<file path="src/rtl/pack_if.sv">
// pack_if: handshake bundle between a field-set source/word consumer and
// the instr_packer.
//   master: drives field sets (in_valid, fmt, op, func, rs, rt, rd, shamt,
//           imm16, imm26) and out_ready; observes in_ready, out_valid,
//           out_instr, out_addr, level, err.
//   slave:  the packer side (the reverse directions).
// DEPTH must match the packer's DEPTH so that level has the right width.
interface pack_if #(
  parameter int DEPTH = 4
);
  localparam int LW = $clog2(DEPTH) + 1;

  logic          in_valid;
  logic          in_ready;
  logic [1:0]    fmt;
  logic [5:0]    op;
  logic [5:0]    func;
  logic [4:0]    rs;
  logic [4:0]    rt;
  logic [4:0]    rd;
  logic [4:0]    shamt;
  logic [15:0]   imm16;
  logic [25:0]   imm26;
  logic          out_valid;
  logic          out_ready;
  logic [31:0]   out_instr;
  logic [31:0]   out_addr;
  logic [LW-1:0] level;
  logic          err;

  modport master (
    output in_valid, fmt, op, func, rs, rt, rd, shamt, imm16, imm26, out_ready,
    input  in_ready, out_valid, out_instr, out_addr, level, err
  );

  modport slave (
    input  in_valid, fmt, op, func, rs, rt, rd, shamt, imm16, imm26, out_ready,
    output in_ready, out_valid, out_instr, out_addr, level, err
  );
endinterface

</file>
<file path="src/rtl/instr_packer.sv">
// instr_packer: packs MIPS opcode/register/immediate fields into 32-bit
// instruction words (R, I or J format), buffers them in a DEPTH-entry FIFO
// and presents each word with the instruction-memory address it belongs at,
// starting at BASE_ADDR and advancing by 4 per word taken.
//
// Ports:
//   clk   - rising-edge clock
//   reset - asynchronous, active-high; empties the FIFO and restarts
//           addressing at BASE_ADDR
//   bus   - pack_if.slave: field-set input handshake, packed-word output
//           handshake, occupancy (level) and reserved-format error pulse (err)
//
// Build option: macro PACKER_FMTCHK_EN.
//   defined   - fmt == 3 is consumed without writing a word and err pulses
//               for one cycle after the accepting edge.
//   undefined - fmt == 3 is packed as R format; err is held at 0.
module instr_packer #(
  parameter int          DEPTH     = 4,
  parameter logic [31:0] BASE_ADDR = 32'h0000_3000
) (
  input logic   clk,
  input logic   reset,
  pack_if.slave bus
);

  localparam int PW = $clog2(DEPTH);
  localparam int LW = PW + 1;

  // Build one instruction word from the field set; reserved fmt packs as R.
  function automatic logic [31:0] pack_word(
    input logic [1:0]  fmt,
    input logic [5:0]  op,
    input logic [5:0]  func,
    input logic [4:0]  rs,
    input logic [4:0]  rt,
    input logic [4:0]  rd,
    input logic [4:0]  shamt,
    input logic [15:0] imm16,
    input logic [25:0] imm26
  );
    logic [31:0] word;
    case (fmt)
      2'd1:    word = {op, rs, rt, imm16};
      2'd2:    word = {op, imm26};
      default: word = {op, rs, rt, rd, shamt, func};
    endcase
    return word;
  endfunction

  logic [31:0]   mem_r [DEPTH];
  logic [PW-1:0] wr_ptr_r;
  logic [PW-1:0] rd_ptr_r;
  logic [LW-1:0] level_r;
  logic [31:0]   addr_r;

  logic          full_s;
  logic          empty_s;
  logic          accept_s;
  logic          push_s;
  logic          pop_s;
  logic          reserved_s;
  logic [31:0]   word_s;

  // Handshake decode; full/empty come from the registered level only, so
  // in_ready/out_valid never depend combinationally on in_valid/out_ready.
  always_comb begin
    full_s     = (level_r == LW'(DEPTH));
    empty_s    = (level_r == {LW{1'b0}});
    accept_s   = bus.in_valid && !full_s;
    reserved_s = (bus.fmt == 2'd3);
    pop_s      = bus.out_ready && !empty_s;
`ifdef PACKER_FMTCHK_EN
    push_s     = accept_s && !reserved_s;
`else
    push_s     = accept_s;
`endif
    word_s     = pack_word(bus.fmt, bus.op, bus.func, bus.rs, bus.rt, bus.rd,
                           bus.shamt, bus.imm16, bus.imm26);
  end

  // FIFO storage write; entries need no reset because level gates the output.
  always_ff @(posedge clk) begin
    if (push_s) begin
      mem_r[wr_ptr_r] <= word_s;
    end
  end

  // Pointers, occupancy and output address.
  always_ff @(posedge clk or posedge reset) begin
    if (reset) begin
      wr_ptr_r <= {PW{1'b0}};
      rd_ptr_r <= {PW{1'b0}};
      level_r  <= {LW{1'b0}};
      addr_r   <= BASE_ADDR;
    end else begin
      if (push_s) begin
        wr_ptr_r <= wr_ptr_r + PW'(1);
      end
      if (pop_s) begin
        rd_ptr_r <= rd_ptr_r + PW'(1);
        addr_r   <= addr_r + 32'd4;
      end
      case ({push_s, pop_s})
        2'b10:   level_r <= level_r + LW'(1);
        2'b01:   level_r <= level_r - LW'(1);
        default: level_r <= level_r;
      endcase
    end
  end

`ifdef PACKER_FMTCHK_EN
  logic err_r;

  // One-cycle pulse after a reserved-format set is consumed and dropped.
  always_ff @(posedge clk or posedge reset) begin
    if (reset) begin
      err_r <= 1'b0;
    end else begin
      err_r <= accept_s && reserved_s;
    end
  end

  assign bus.err = err_r;
`else
  assign bus.err = 1'b0;
`endif

  assign bus.in_ready  = !full_s;
  assign bus.out_valid = !empty_s;
  assign bus.out_instr = empty_s ? 32'h0000_0000 : mem_r[rd_ptr_r];
  assign bus.out_addr  = addr_r;
  assign bus.level     = level_r;

endmodule

</file>
<file path="src/flat_wrapper.sv">
// flat-port wrapper written by rule: the top's interface ports become plain ports
module instr_packer_flat 
#(
  parameter int          DEPTH     = 4,
  parameter logic [31:0] BASE_ADDR = 32'h0000_3000
)
  (clk, reset, bus_in_valid, bus_fmt, bus_op, bus_func, bus_rs, bus_rt, bus_rd, bus_shamt, bus_imm16, bus_imm26, bus_out_ready, bus_in_ready, bus_out_valid, bus_out_instr, bus_out_addr, bus_level, bus_err);
  pack_if #(.DEPTH(DEPTH)) bus_i ();
  input logic clk;
  input logic reset;
  input wire logic [$bits(bus_i.in_valid)-1:0] bus_in_valid;
  input wire logic [$bits(bus_i.fmt)-1:0] bus_fmt;
  input wire logic [$bits(bus_i.op)-1:0] bus_op;
  input wire logic [$bits(bus_i.func)-1:0] bus_func;
  input wire logic [$bits(bus_i.rs)-1:0] bus_rs;
  input wire logic [$bits(bus_i.rt)-1:0] bus_rt;
  input wire logic [$bits(bus_i.rd)-1:0] bus_rd;
  input wire logic [$bits(bus_i.shamt)-1:0] bus_shamt;
  input wire logic [$bits(bus_i.imm16)-1:0] bus_imm16;
  input wire logic [$bits(bus_i.imm26)-1:0] bus_imm26;
  input wire logic [$bits(bus_i.out_ready)-1:0] bus_out_ready;
  output wire logic [$bits(bus_i.in_ready)-1:0] bus_in_ready;
  output wire logic [$bits(bus_i.out_valid)-1:0] bus_out_valid;
  output wire logic [$bits(bus_i.out_instr)-1:0] bus_out_instr;
  output wire logic [$bits(bus_i.out_addr)-1:0] bus_out_addr;
  output wire logic [$bits(bus_i.level)-1:0] bus_level;
  output wire logic [$bits(bus_i.err)-1:0] bus_err;
  assign bus_i.in_valid = bus_in_valid;
  assign bus_i.fmt = bus_fmt;
  assign bus_i.op = bus_op;
  assign bus_i.func = bus_func;
  assign bus_i.rs = bus_rs;
  assign bus_i.rt = bus_rt;
  assign bus_i.rd = bus_rd;
  assign bus_i.shamt = bus_shamt;
  assign bus_i.imm16 = bus_imm16;
  assign bus_i.imm26 = bus_imm26;
  assign bus_i.out_ready = bus_out_ready;
  assign bus_in_ready = bus_i.in_ready;
  assign bus_out_valid = bus_i.out_valid;
  assign bus_out_instr = bus_i.out_instr;
  assign bus_out_addr = bus_i.out_addr;
  assign bus_level = bus_i.level;
  assign bus_err = bus_i.err;
  instr_packer #(.DEPTH(DEPTH), .BASE_ADDR(BASE_ADDR)) u_core (.clk(clk), .reset(reset), .bus(bus_i));
endmodule
</file>
<file path="config.mk">
export PLATFORM = sky130hd
export DESIGN_NAME = instr_packer_flat
export DESIGN_NICKNAME = d
export VERILOG_FILES = /design/src/rtl/pack_if.sv /design/src/rtl/instr_packer.sv /design/src/flat_wrapper.sv
export SDC_FILE = /design/constraint.sdc
export NUM_CORES = 1
export LEC_CHECK = 0
export CORE_MARGIN = 2
export CORE_UTILIZATION = 40
export DETAILED_ROUTE_END_ITERATION = 8
export PLACE_DENSITY = 0.65
export SLEW_MARGIN = 20
export SYNTH_ARGS = -nofsm -noshare
export SYNTH_HDL_FRONTEND = slang
export SYNTH_SLANG_ARGS = --single-unit
</file>
<file path="constraint.sdc">
create_clock -name clk -period 6 [get_ports clk]
set_input_delay 0.9 -clock clk [delete_from_list [all_inputs] [get_ports clk]]
set_output_delay 0.9 -clock clk [all_outputs]
set_load 0.03 [all_outputs]
</file>
==> impl_metrics.csv <==
group,metric,value,unit
setup_path,worstPathRequired,5.10,ns
min_path,whs_path_depth,1,
cts,cts_resized,0,
drt,drt_iter0_drc,285,
global_routing,antenna_found_initial,0,
synthesis,synthDistinctLibCells,40,
cts,cts-root-buf,"clkbuf_16",
setup_path,slowest_delay,0.72,ns
synthesis,netlist_instances,439,
final_layout,final_area,0.009415,mm2
cts,cts_tree,"yes",
setup_path,r2r-start,"u_core.bus.level[0]",
drt,ant_nets,0,
final_layout,area_growth,33.14,%
drt,firstDrtPassIters,6,
timing,final.min_clock_period,3.874,ns
final_layout,antenna_cells,0,
cts,h-tree-depth,4,
drt,wl_per_cell,17.88,um
cts,clkSlewWorstSetupHoldPaths,0.06,ns
setup_path,path_cells,"buf_4 -> mux4_2 -> nor2b_1 -> clkdlybuf4s50_1",
floorplan,rows,48,
min_path,hp-start,"u_core.bus.out_addr[31]",
cts,hold_buffers,0,
floorplan,core,0.01730,mm2
timing,timing.final.max_slew_violations,0,
setup_path,cp-start-kind,"flop",
synthesis,syn_avg_cell_area,16.11,um2
power,internal_power,3024,uW
power,pwr-share-seq,35.6,%
timing,max_slew_margin,38.04,%
synthesis,synth_top_flop_cell,"edfxtp_1",
place,gp_congestion,0.7435,
floorplan,die_height,137.0,um
floorplan,boundaryPins,150,
power,combinationalPowerShare,37.8,%
timing,skew,0.006434,ns
synthesis,syn_area,0.007072,mm2
setup_path,cp_data_arrival_time,2.97,ns
synthesis,ys_ff_latch,165,
flow_run,drv_cap,0,
global_routing,grt_max_degree,35,
floorplan,initial_core_util,40.89,%
final_layout,finalNetCount,674,
global_routing,grt_pass1_vias,4459,
drt,vias,4216,
power,finalPower,4565,uW
timing,setup_viol,0,
synthesis,synth_edf_count,128,
synthesis,seq_area_frac_synth,67.48,%
timing,fmax,258.1,MHz
setup_path,crit_type,"reg -> out",
setup_path,cp_max_fo,18,
min_path,hp-class,"reg -> reg",
cts,clk_latency,0.43,ns
global_routing,overflow,0,
global_routing,grt_pass1_wl,23100,um
cts,clkSinkCount,165,
floorplan,fp.dieW,137.0,um
cts,postCtsSetupBuffers,0,
setup_path,cp-end-kind,"output port",
setup_path,r2r_slack,3.77,ns
timing,worst_pin_slew,0.9293,ns
setup_path,reg2regPathDepth,10,
timing,fin_setup_tns,0,ns
synthesis,yosys_warnings,0,
cts,cts_made_buffers,17,
timing,grt_setup_unrepaired,"false",
power,p_sw,1540,uW
timing,fin_hold_ws,0.4700,ns
floorplan,die-area,0.01876,mm2
setup_path,crit_family,"buffers and inverters",
power,ir_worst_vdd,268.4,uV
power,power_switching_share,33.75,%
setup_path,cp_slowest_cell,"dfrtp_2",
final_layout,drive_gt1_share,14.21,%
final_layout,final_core_util,54.43,%
setup_path,path_buf_inv,2,
timing,fin_crit_sh,64.57,%
timing,finalHoldViolCount,0,
place,numPortBuffers,146,
drt,viasPerCell,5.123,
place,place_hpwl,9830,um
drt,drc,0,
synthesis,synthArstFlopShare,22.42,%
cts,clockBufferDepth,2,
setup_path,worstReg2RegEnd,"u_core.bus.level[2]",
drt,routed_wl,14720,um
min_path,worstHoldEndpoint,"u_core.bus.out_addr[31]",
power,powerDensity,484.8,mW/mm2
outcome,run_status,"complete, no violations",
power,clockPowerShare,26.6,%
place,dpl_cell_area,0.008745,mm2
global_routing,grtUsageTotal,16.68,%
power,power_leakage,0.003408,uW
## cells in the mapped netlist, types with 3 or more instances
cell type	number	area, um2
a22o_1	10	87.58
a22oi_1	16	120.1
and3_1	7	43.79
buf_2	5	25.02
buf_4	4	30.03
clkbuf_1	16	60.06
dfrtp_1	35	875.8
edfxtp_1	128	3844
ha_1	8	100.1
inv_1	13	48.80
mux4_2	32	720.7
nand2_1	29	108.9
nand3_1	10	50.05
nand4_1	9	56.30
nor2_1	4	15.01
nor2b_1	33	206.5
nor3_1	4	20.02
nor4_1	3	18.77
o21ai_0	16	80.08
xnor2_1	23	201.4
xor2_1	12	105.1
## cell families (layout without fill, tap and decap cells)
logic type                 after synthesis  count (layout)  synth area share, %
AOI/OAI and AO/OA                       43              43                4.176
xor gates and xnor gates                35              35                4.335
adders and majority gates                9               9                1.699
buffers and inverters                   39             196                2.477
DFF                                    165             165                67.48
muxes                                   34              34                10.49
other                                    1               3              0.05303
and+or+nand+nor                        113             113                9.289
## layout by cell type (no fill, tap or decap), types with 2 or more instances in the layout
cell             Yosys  routed
clkdlybuf4s50_1      0     146
edfxtp_1           128     128
dfrtp_1             35      34
nor2b_1             33      33
mux4_2              32      32
nand2_1             29      29
xnor2_1             23      23
clkbuf_16            0      17
a22oi_1             16      16
o21ai_0             16      16
inv_1               13      13
xor2_1              12      12
nand3_1             10      10
a22o_1              10      10
nand4_1              9       9
ha_1                 8       8
bufinv_16            0       5
inv_6                0       5
buf_4                4       5
nor2_1               4       4
and3_2               0       4
nor4_1               3       3
and3_1               7       3
nor3_1               4       3
conb_1               1       3
inv_8                0       3
or3_1                2       2
nor3_2               2       2
dfstp_2              2       2
## power by group through the flow
stage	clock network [uW]	registers (uW)	logic, uW
after floorplan	0	1640	1070
after global placement	0	1630	1740
after detailed placement	0	1650	1760
after CTS	1240	1630	1760
after global routing	1280	1650	1840
final	1220	1620	1730
## registers in the layout, summed over array words and instances, names as in the netlist
name and count:
u_core.bus.level 3, u_core.rd_ptr_r 2, u_core.bus.out_addr 30, u_core.mem_r 128
u_core.wr_ptr_r 2
## final cells by class
cell class                 count  area, um2
multi-input combinational    237       2148
timing repair buffer         151       1499
tap                          225      281.5
inverter                      13      48.80
fill                        1397       7881
clock buffer                  17      425.4
clock inverter                15      239.0
sequential                   165       4773
## worst max path at each step
stage | from | endpoint | depth (start not counted)
2_1_floorplan | u_core.rd_ptr_r[1] | bus_out_instr[22] | 4
3_3_place_gp | u_core.rd_ptr_r[0] | bus_out_instr[0] | 4
3_5_place_dp | u_core.rd_ptr_r[0] | bus_out_instr[0] | 4
4_1_cts | u_core.rd_ptr_r[0] | bus_out_instr[6] | 4
5_1_grt | u_core.rd_ptr_r[0] | bus_out_instr[3] | 4
6_report | u_core.rd_ptr_r[0] | bus_out_instr[3] | 4
## routing by layer
layer / track usage [%] / wire length [um] / share of wire [%] / vias to the layer above
li1: - / - / - / 1960
met1: 19.96 / 6086 / 41 / 2113
met2: 29.38 / 7650 / 52 / 127
met3: 4.074 / 795 / 5.4 / 16
met4: 5.670 / 186 / 1.3 / 0
met5: 0 / 0 / 0 / -
## per-stage QoR
stage,setup slack [ns],instances
final,2.126,823
after global routing,1.911,823
after CTS,1.996,823
after detailed placement,2.461,791
after global placement,2.475,791
after floorplan,3.530,441
Note: power is estimated with default switching activity, not from simulation.
==> RTL change, RTL diff (config.mk and constraints unchanged) <==
`DEPTH` is set to 4 in 3 places; all go to 8.
--- a/src/rtl/pack_if.sv
+++ b/src/rtl/pack_if.sv
@@ -6,7 +6,7 @@
 //   slave:  the packer side (the reverse directions).
 // DEPTH must match the packer's DEPTH so that level has the right width.
 interface pack_if #(
-  parameter int DEPTH = 4
+  parameter int DEPTH = 8
 );
   localparam int LW = $clog2(DEPTH) + 1;
 
--- a/src/rtl/instr_packer.sv
+++ b/src/rtl/instr_packer.sv
@@ -15,7 +15,7 @@
 //               for one cycle after the accepting edge.
 //   undefined - fmt == 3 is packed as R format; err is held at 0.
 module instr_packer #(
-  parameter int          DEPTH     = 4,
+  parameter int          DEPTH     = 8,
   parameter logic [31:0] BASE_ADDR = 32'h0000_3000
 ) (
   input logic   clk,
--- a/src/flat_wrapper.sv
+++ b/src/flat_wrapper.sv
@@ -1,7 +1,7 @@
 // flat-port wrapper written by rule: the top's interface ports become plain ports
 module instr_packer_flat 
 #(
-  parameter int          DEPTH     = 4,
+  parameter int          DEPTH     = 8,
   parameter logic [31:0] BASE_ADDR = 32'h0000_3000
 )
   (clk, reset, bus_in_valid, bus_fmt, bus_op, bus_func, bus_rs, bus_rt, bus_rd, bus_shamt, bus_imm16, bus_imm26, bus_out_ready, bus_in_ready, bus_out_valid, bus_out_instr, bus_out_addr, bus_level, bus_err);
Interface: changed (resized bus_level); port bits go from 150 to 151. No check against the original RTL was run, so the function may have changed too.
==> RTL change against the original RTL <==
Final cell count is 52% higher; cell area grew 61%; sequential share of layout area rose by 6.8 points; setup slack worse by 390 ps; first-iteration DRC count rose by 94%; routed wire length rose by 74%; synthesized area is 72% higher; sequential cell count rose by 131; register-to-register slack got worse by 480 ps; worst hold slack lost 2.6 ps; total power increased by 58%; largest power group is now registers.
==> RTL change: results <==
metrics = {
    "critical_path": {
        "worstPathMaxFanout": 36,
        "critPathCapture": "bus_out_instr[13]",
        "r2r_slack_ps": 3290,
        "arrival_ps": 3360,
    },
    "synthesis": {
        "synthXorXnorAreaFrac_pct": 2.67,
        "async_reset_ff_share_pct": 13.5,
        "synthTopCellsByCount": "edfxtp_1 (256), mux4_2 (64), nor2_1 (46), dfrtp_1 (38), nand2_1 (35)",
        "ys_types": 45,
        "synth_cells": 674,
        "synth_edf_count": 256,
        "synth_compound_area_share_pct": 2.76,
        "synth.area.mux_share_pct": 14.7,
        "yosysSeqAreaShare_pct": 71.5,
        "synthAdderAreaFrac_pct": 0.824,
    },
    "routing": {
        "routedWlPerCell_um": 20.5,
        "drt-vias-per-instance": 5.33,
        "drt_pass1_iterations": 4,
        "drt-total-wl_mm": 25.6,
        "first_iter_violations": 552,
    },
    "global_routing": {
        "grt_usage_pct": 16.2,
        "grt_pass1_vias": 6683,
        "grt_pass1_wl_mm": 38.9,
        "grt_max_degree": 50,
    },
    "final_layout": {
        "nFillCells": 2457,
        "finalNetCount": 923,
        "multi_input_area_um2": 3340,
        "drive_above_1_share_pct": 17.6,
    },
    "outcome": {
        "outcome": "complete, no violations",
    },
    "power_and_ir_drop": {
        "seqPwrFrac_pct": 40.1,
        "leakagePower_nw": 5.18,
        "p_sw_share_pct": 33.3,
    },
    "clock_network": {
        "ctsLongestPathBuffers": 3,
        "cts_buffers": 31,
        "h-tree-depth": 1,
    },
    "place": {
        "detailed_place_hpwl_mm": 15.3,
        "place_inst": 1192,
        "preCtsSetupSlack_ps": 2240,
        "placed_area_um2": 14100,
    },
    "timing": {
        "period_share_pct": 71.0,
        "finalClockSkew_ps": 14.4,
        "relSlewSlack_pct": 31.1,
    },
}
## RTL change: changes by cell type after synthesis, sizes merged, moves of 4 or more
cell and delta:
mux2i +31, nor2b -31, nor3 +4, edfxtp +128, inv -6, buf +8, nand4 +9, mux4 +32
nand2 +7, nor2 +42
## RTL change: how the worst min path moves through the flow
stage / startpoint / end
global placement: u_core.bus.out_addr[31]$_DFFE_PP0P_ / u_core.bus.out_addr[31]$_DFFE_PP0P_
floorplan: u_core.wr_ptr_r[0]$_DFFE_PP0P_ / u_core.wr_ptr_r[0]$_DFFE_PP0P_
global route: u_core.bus.out_addr[30]$_DFFE_PP0P_ / u_core.bus.out_addr[30]$_DFFE_PP0P_
CTS: u_core.bus.out_addr[31]$_DFFE_PP0P_ / u_core.bus.out_addr[31]$_DFFE_PP0P_
detailed placement: u_core.bus.out_addr[31]$_DFFE_PP0P_ / u_core.bus.out_addr[31]$_DFFE_PP0P_
finish: u_core.bus.out_addr[31]$_DFFE_PP0P_ / u_core.bus.out_addr[31]$_DFFE_PP0P_
## RTL change: layout make-up
cell class	count	share of cell area, %
timing repair buffer	162	10.5
clock buffer	37	5.28
tap	390	3.23
clock inverter	19	1.26
multi-input combinational	337	22.1
sequential	296	57.5
inverter	7	0.174
## RTL change: worst max-delay path, stage by stage, from the launching register on
cell	delay [ps]
dfrtp_4	900
buf_4	470
mux4_2	550
mux2i_1	140
nor2_1	70
clkdlybuf4s50_1	620
## RTL change: per-layer routing
layer	track usage, %	routed length [µm]	up-vias
met5	0	12	-
met2	26.9	12200	221
met4	4.20	582	2
met3	3.62	1630	46
li1	-	-	2987
met1	21.9	11200	3401
## RTL change: cells by family (layout without fill, tap and decap cells)
| logic type | after synthesis | after routing |
|---|---|---|
| adders and majority gates | 8 | 8 |
| xor gates and xnor gates | 37 | 37 |
| and+or+nand+nor | 144 | 144 |
| DFF | 296 | 296 |
| buffers and inverters | 43 | 225 |
| muxes | 98 | 98 |
| other | 1 | 3 |
| AOI/OAI and AO/OA | 47 | 47 |
## RTL change: power by group through the flow
stage	registers, mW	clock network (mW)	logic, mW
final	2.89	1.85	2.46
after floorplan	2.80	0	1.69
after global placement	2.93	0	2.49
after global routing	2.94	1.99	2.65
after CTS	2.91	1.90	2.52
after detailed placement	2.94	0	2.51
